## src/rtl/booths_mult_param_if.sv

```systemverilog
// Request/response bundle for the sequential Booth multiplier.
// The controller drives start/mode/A/B and reads busy/done/M.
interface booths_mult_param_if #(
    parameter int WIDTH = 8
);
    logic                 start;
    logic                 mode;
    logic [WIDTH-1:0]     A;
    logic [WIDTH-1:0]     B;
    logic                 busy;
    logic                 done;
    logic [2*WIDTH-1:0]   M;

    modport master (
        output start, mode, A, B,
        input  busy, done, M
    );

    modport slave (
        input  start, mode, A, B,
        output busy, done, M
    );
endinterface

```

## src/rtl/booths_mult_param.sv

```systemverilog
// Sequential radix-2 Booth multiplier, WIDTH-bit operands, 2*WIDTH-bit product.
// Operands are widened by one bit (sign- or zero-extended by mode), so unsigned
// operands also pass through Booth recoding correctly. One iteration per clock,
// N = WIDTH+1 iterations per product, with back-to-back start accepted in DONE.
module booths_mult_param #(
    parameter int WIDTH = 8
) (
    input  logic                clk,
    input  logic                reset,
    booths_mult_param_if.slave  bus
);
    localparam int N  = WIDTH + 1;
    localparam int CW = $clog2(N + 1);

    typedef enum logic [1:0] {
        IDLE = 2'd0,
        RUN  = 2'd1,
        DONE = 2'd2
    } state_t;

    state_t state;
    state_t state_nxt;

    logic [N-1:0]         mcand;
    logic [N-1:0]         acc;
    logic [N-1:0]         q;
    logic                 qm1;
    logic [CW-1:0]        cnt;
    logic [2*WIDTH-1:0]   m_q;

    logic                 accept;
    logic                 last;
    logic [N-1:0]         a_ext;
    logic [N-1:0]         b_ext;
    logic [N-1:0]         sum;
    logic [N-1:0]         acc_sh;
    logic [N-1:0]         q_sh;

    assign accept = bus.start && ((state == IDLE) || (state == DONE));
    assign last   = (cnt == CW'(1));

    // Operand extension and one Booth add/subtract followed by arithmetic shift
    always_comb begin
        a_ext = bus.mode ? {bus.A[WIDTH-1], bus.A} : {1'b0, bus.A};
        b_ext = bus.mode ? {bus.B[WIDTH-1], bus.B} : {1'b0, bus.B};
        case ({q[0], qm1})
            2'b01:   sum = acc + mcand;
            2'b10:   sum = acc - mcand;
            default: sum = acc;
        endcase
        acc_sh = {sum[N-1], sum[N-1:1]};
        q_sh   = {sum[0], q[N-1:1]};
    end

    // State register
    always_ff @(posedge clk or negedge reset) begin
        if (!reset) begin
            state <= IDLE;
        end else begin
            state <= state_nxt;
        end
    end

    // Next-state selection
    always_comb begin
        state_nxt = state;
        case (state)
            IDLE: if (bus.start) state_nxt = RUN;
            RUN:  if (last) state_nxt = DONE;
            DONE: state_nxt = bus.start ? RUN : IDLE;
            default: state_nxt = IDLE;
        endcase
    end

    // Datapath: operand capture, Booth iteration, product latch on final step
    always_ff @(posedge clk or negedge reset) begin
        if (!reset) begin
            mcand <= '0;
            acc   <= '0;
            q     <= '0;
            qm1   <= 1'b0;
            cnt   <= '0;
            m_q   <= '0;
        end else if (accept) begin
            mcand <= a_ext;
            acc   <= '0;
            q     <= b_ext;
            qm1   <= 1'b0;
            cnt   <= CW'(N);
        end else if (state == RUN) begin
            acc <= acc_sh;
            q   <= q_sh;
            qm1 <= q[0];
            cnt <= cnt - CW'(1);
            // The 2N-bit result truncated to 2*WIDTH bits drops the top two acc bits
            if (last) begin
                m_q <= {acc_sh[N-3:0], q_sh};
            end
        end
    end

    assign bus.busy = (state == RUN);
    assign bus.done = (state == DONE);
    assign bus.M    = m_q;
endmodule

```

## src/flat_wrapper.sv

```systemverilog
// flat-port wrapper written by rule: the top's interface ports become plain ports
module booths_mult_param_flat 
#(
    parameter int WIDTH = 8
)
  (clk, reset, bus_start, bus_mode, bus_A, bus_B, bus_busy, bus_done, bus_M);
  booths_mult_param_if #(.WIDTH(WIDTH)) bus_i ();
  input  logic clk;
  input  logic reset;
  input wire logic [$bits(bus_i.start)-1:0] bus_start;
  input wire logic [$bits(bus_i.mode)-1:0] bus_mode;
  input wire logic [$bits(bus_i.A)-1:0] bus_A;
  input wire logic [$bits(bus_i.B)-1:0] bus_B;
  output wire logic [$bits(bus_i.busy)-1:0] bus_busy;
  output wire logic [$bits(bus_i.done)-1:0] bus_done;
  output wire logic [$bits(bus_i.M)-1:0] bus_M;
  assign bus_i.start = bus_start;
  assign bus_i.mode = bus_mode;
  assign bus_i.A = bus_A;
  assign bus_i.B = bus_B;
  assign bus_busy = bus_i.busy;
  assign bus_done = bus_i.done;
  assign bus_M = bus_i.M;
  booths_mult_param #(.WIDTH(WIDTH)) u_core (.clk(clk), .reset(reset), .bus(bus_i));
endmodule
```

## config.mk

```make
export PLATFORM = sky130hd
export DESIGN_NAME = booths_mult_param_flat
export DESIGN_NICKNAME = d
export VERILOG_FILES = /design/src/rtl/booths_mult_param_if.sv /design/src/rtl/booths_mult_param.sv /design/src/flat_wrapper.sv
export SDC_FILE = /design/constraint.sdc
export NUM_CORES = 1
export LEC_CHECK = 0
export ABC_AREA = 1
export CAP_MARGIN = 20
export CELL_PAD_IN_SITES_DETAIL_PLACEMENT = 0
export CELL_PAD_IN_SITES_GLOBAL_PLACEMENT = 1
export CORE_ASPECT_RATIO = 0.7
export CORE_MARGIN = 2
export CORE_UTILIZATION = 42
export CTS_CLUSTER_SIZE = 40
export DETAILED_ROUTE_END_ITERATION = 6
export GPL_TIMING_DRIVEN = 0
export PLACE_DENSITY = 0.88
export SYNTH_ARGS = -nofsm -noshare
export SYNTH_HDL_FRONTEND = slang
export SYNTH_SLANG_ARGS = --single-unit
```

## constraint.sdc

```tcl
create_clock -name clk -period 6.61 [get_ports clk]
set_input_delay 1.6525 -clock clk [delete_from_list [all_inputs] [get_ports clk]]
set_output_delay 1.6525 -clock clk [all_outputs]
set_load 0.1 [all_outputs]
```

* After elaboration in Yosys (flattened, before gate mapping)
Cells that the tools add are included.
Word-level totals: register bits 50, input bits 20, output and inout port bits 18, logic and storage cells 39
Operators by class: $add $sub $neg 3, equal/unequal tests 7, muxes and demuxes 15, bitwise gates (word level) 1, reduce and logical (&&, ||, !) cells 6
Operator list (number):
- $mux 9 | 6
- $pmux 9 s2 | 1
- $add 9x9->9 | 1
- $sub 9x9->9 | 1
- $mux 4 | 2
- $pmux 2 s3 | 1
- $eq 2x1->1 const B | 2
- $eq 2x2->1 const B | 2
- $eq 4x1->1 const B | 1
- $mux 2 | 2
- $sub 4x1->4 const B | 1
- $mux 1 | 3
- $reduce_and 3->1 | 1
- $logic_not 2->1 | 1
- $ne 2x1->1 const B | 1
- $ne 2x2->1 const B | 1
- $reduce_and 2->1 | 1
- $reduce_bool 2->1 | 1
- $logic_and 1x1->1 | 1
- $logic_or 1x1->1 | 1
- $not 1->1 | 1

* Depth between registers and ports, before layout
word-level depth 5, depth in mapped cells 18, gate-level depth less buffers 18

* Worst setup path before layout
Ideal clock, no wire load.
path type register to output, start register u_core.state[1], end output bus_done, data arrival time 1.670 ns, required time 4.957 ns, slack 3.287 ns, stages on the path, launching flop included 3, buffers on the path 0, path through dfrtp_1 -> inv_1 -> nor2_1
On the way: cells in the longest elaborated chain, start to end 1
Ends and longest elaborated chain:
- start, declared | RTL line booths_mult_param.sv:21 | state_t state;
- start signal, assigned | RTL line booths_mult_param.sv:60 | state <= state_nxt;
- $eq 2x2->1 | RTL line booths_mult_param.sv:103 | assign bus.done = (state == DONE);
- end, declared | RTL line flat_wrapper.sv:15 | output wire logic [$bits(bus_i.done)-1:0] bus_done;
Every way passes these cells.

* Worst setup path in the final report
start register u_core.state[1], end output bus_busy
On the way: cells in the longest elaborated chain, start to end 1
Ends and longest elaborated chain:
- $eq 2x1->1 | RTL line booths_mult_param.sv:102 | assign bus.busy = (state == RUN);
- end, declared | RTL line flat_wrapper.sv:14 | output wire logic [$bits(bus_i.busy)-1:0] bus_busy;
Every way passes these cells.

==> results.md <==
- Status: complete, no violations
- Port Buffers: 37
- Worst r2r src: u_core.mcand[0]
- Slew Viols, Final: 0
- Worst skew pair latency: 0.31 ns
- Top post-synthesis cells by area: dfrtp_1 (45%), nand2_1 (15%), inv_1 (7.4%), ha_1 (5.5%), nand3_1 (3.1%)
- Required time of the critical path: 4.96 ns
- Rows: 24
- DR pass1 iterations: 4
- Slew @ Worst Pin: 0.985 ns
- Syn_area_per_cell: 7.95 µm²
- Sequential-to-total area share from yosys stat: 44.7%
- Top cell type's share of synthesized area: 44.7%
- Final nets: 423
- Routed vias/inst: 4.82
- Clock Pin Slew Worst Setup and Hold Paths: 0.09 ns
- Vias: 2262
- CTS tree: built
- Hold Vio Cnt, Final: 0
- GRT overflow: 0
- Clock sink count: 49
- Post-layout min period: 3.97 ns
- Worst setup EP type: output pin
- FMAX: 252 MHz
- Initial antenna violation count: 0
- Largest net degree at the start of global routing: 38
- Hold EP: u_core.bus.M[6]
- Setup TNS: 0 ns
- H-tree depth: 2
- Total GRT Usage: 18.3%
- Worst Skew: 0.00621 ns
- Worst r2r dst: u_core.bus.M[15]
- Die X: 101 µm
- Antenna Nets Post-Route: 0
- Worst Path Max Fanout: 10
- Hold WS: 0.487 ns
- Distinct cell type count after synthesis: 29
- DRC viols: 0
- Syn nets: 378
- P&R area growth vs syn: 22.0%
- Period utilization: 60.1%
- GP Congestion: 0.874
- DR WL/cell: 12.9 µm
- Max cap viols: 0
- # Post-CTS Setup Buffers: 0
- Post-DP HPWL: 4700 µm
- Clock buffer count from CTS: 5
- Number of global-route vias before repair: 2104
- Drt first-iter violations: 128
- Hold_buf cts: 0
- Ports: 38
- Post-Route WL: 6070 µm
- Diode count: 0
- Hold Crit Start: u_core.bus.M[6]
- Worst EP arrival: 2.32 ns
- Synth Instances: 345
- Cell taking the most area after synthesis: dfrtp_1
- #FFs+latches synth: 49
- Synth Cell Area: 2740 µm²
- Fillers: 594
- Worst rel slew slack: 34.1%
- Worst hold stages: 2
- WS Path Type: reg -> out
- Die Height: 71.6 µm
- Hold Path Class: reg -> reg
- Syn. warnings: 0
- CTS Buffer Depth: 2
- Critical Path Start Type: register
- Path depth of the worst reg2reg path: 16
- Clk root buf: clkbuf_8
- Core box area: 6280 µm²
- DIE AREA: 7200 µm²
- Global-route wire length before repair: 10300 µm
- Final setup fails: 0
- Post-CTS Resized: 0
- RSZ-0062 raised after global routing: false
- Slack of the worst reg-to-reg path: 4.20 ns
- Fraction of layout cells with a size suffix above 1: 11.0%
- Initial Util: 43.7%
==> per-stage QoR <==
step           util (%)  setup slack (ns)  std cells  cell area [µm²]
2_1_floorplan         -              3.29        345             2740
3_3_place_gp       51.1              2.48        460             3210
3_5_place_dp       51.4              2.95        461             3220
4_1_cts            53.3              2.61        469             3340
5_1_grt            53.3              2.54        469             3340
6_report           53.3              2.64        469             3340
==> state kept, by name, indices dropped and copies added (netlist names) <==
signal        cells
u_core.bus.M     16
u_core.mcand      9
u_core.q          9
u_core.acc        8
u_core.cnt        4
u_core.state      2
u_core.qm1        1
==> Yosys cell counts, drive strengths merged <==
cell,n
nand2,121
inv,60
dfrtp,49
o21ai,29
nand3,18
nor2,13
ha,12
o221ai,9
a21oi,7
buf,7
xor2,7
nand4,3
nand3b,2
o22ai,2
or2,2
clkbuf,1
fa,1
o211ai,1
o31ai,1
==> final cells by class <==
cell class              count  area [µm²]  share of cell area [%]
well taps                  78        97.6                    2.92
multi-input cells         228        1240                    37.0
repair buffers             38         385                    11.5
clock inverters             2        37.5                    1.12
flip-flops and latches     49        1230                    36.7
plain buffers               8        51.3                    1.53
clock buffers               6        82.6                    2.47
inverters                  60         228                    6.81
==> layout by cell type (no fill, tap or decap), types with 5 or more instances in the layout <==
cell type / instances
xor2_1: 7
buf_2: 6
a21oi_1: 7
nor2_1: 11
nand3_1: 17
nand2_1: 113
inv_1: 54
o21ai_1: 5
o221ai_1: 9
o21ai_2: 8
clkbuf_8: 6
nand2_2: 8
inv_2: 5
clkdlybuf4s50_1: 36
ha_1: 12
o21ai_0: 16
dfrtp_1: 49
==> cells by family after synthesis <==
family	Yosys count	share of synthesized area, %
xor+xnor	7	2.24
simple gates	159	25.1
fa+ha+maj	13	6.21
buf+inv	68	10.2
flops	49	44.7
compound gates	49	11.5
==> metal layers <==
layer,vias up,track usage [%],part of all wire [%]
met5,-,0,0
met4,0,3.65,0.87
met3,7,3.71,3.9
met2,42,25.4,40
met1,1038,29.3,55
li1,1175,-,-
==> worst max-delay path, cell delays in order, from the launching register on <==
cell	delay [ns]
dfrtp_1	0.42
nor2_4	0.16
buf_2	0.26
clkdlybuf4s50_1	1.18
==> worst max-delay path by stage <==
stage	slack [ns]	end	cells after the start	from
6_report	2.64	bus_busy	3	u_core.state[1]
5_1_grt	2.54	bus_busy	3	u_core.state[1]
4_1_cts	2.61	bus_busy	3	u_core.state[1]
3_5_place_dp	2.95	bus_busy	3	u_core.state[1]
3_3_place_gp	2.48	u_core.mcand[5]	1	reset
2_1_floorplan	3.29	bus_done	2	u_core.state[1]
Power is left out: the tool's default activity adds up to more than one toggle a clock period on the data nets, which glitch-free logic cannot reach.
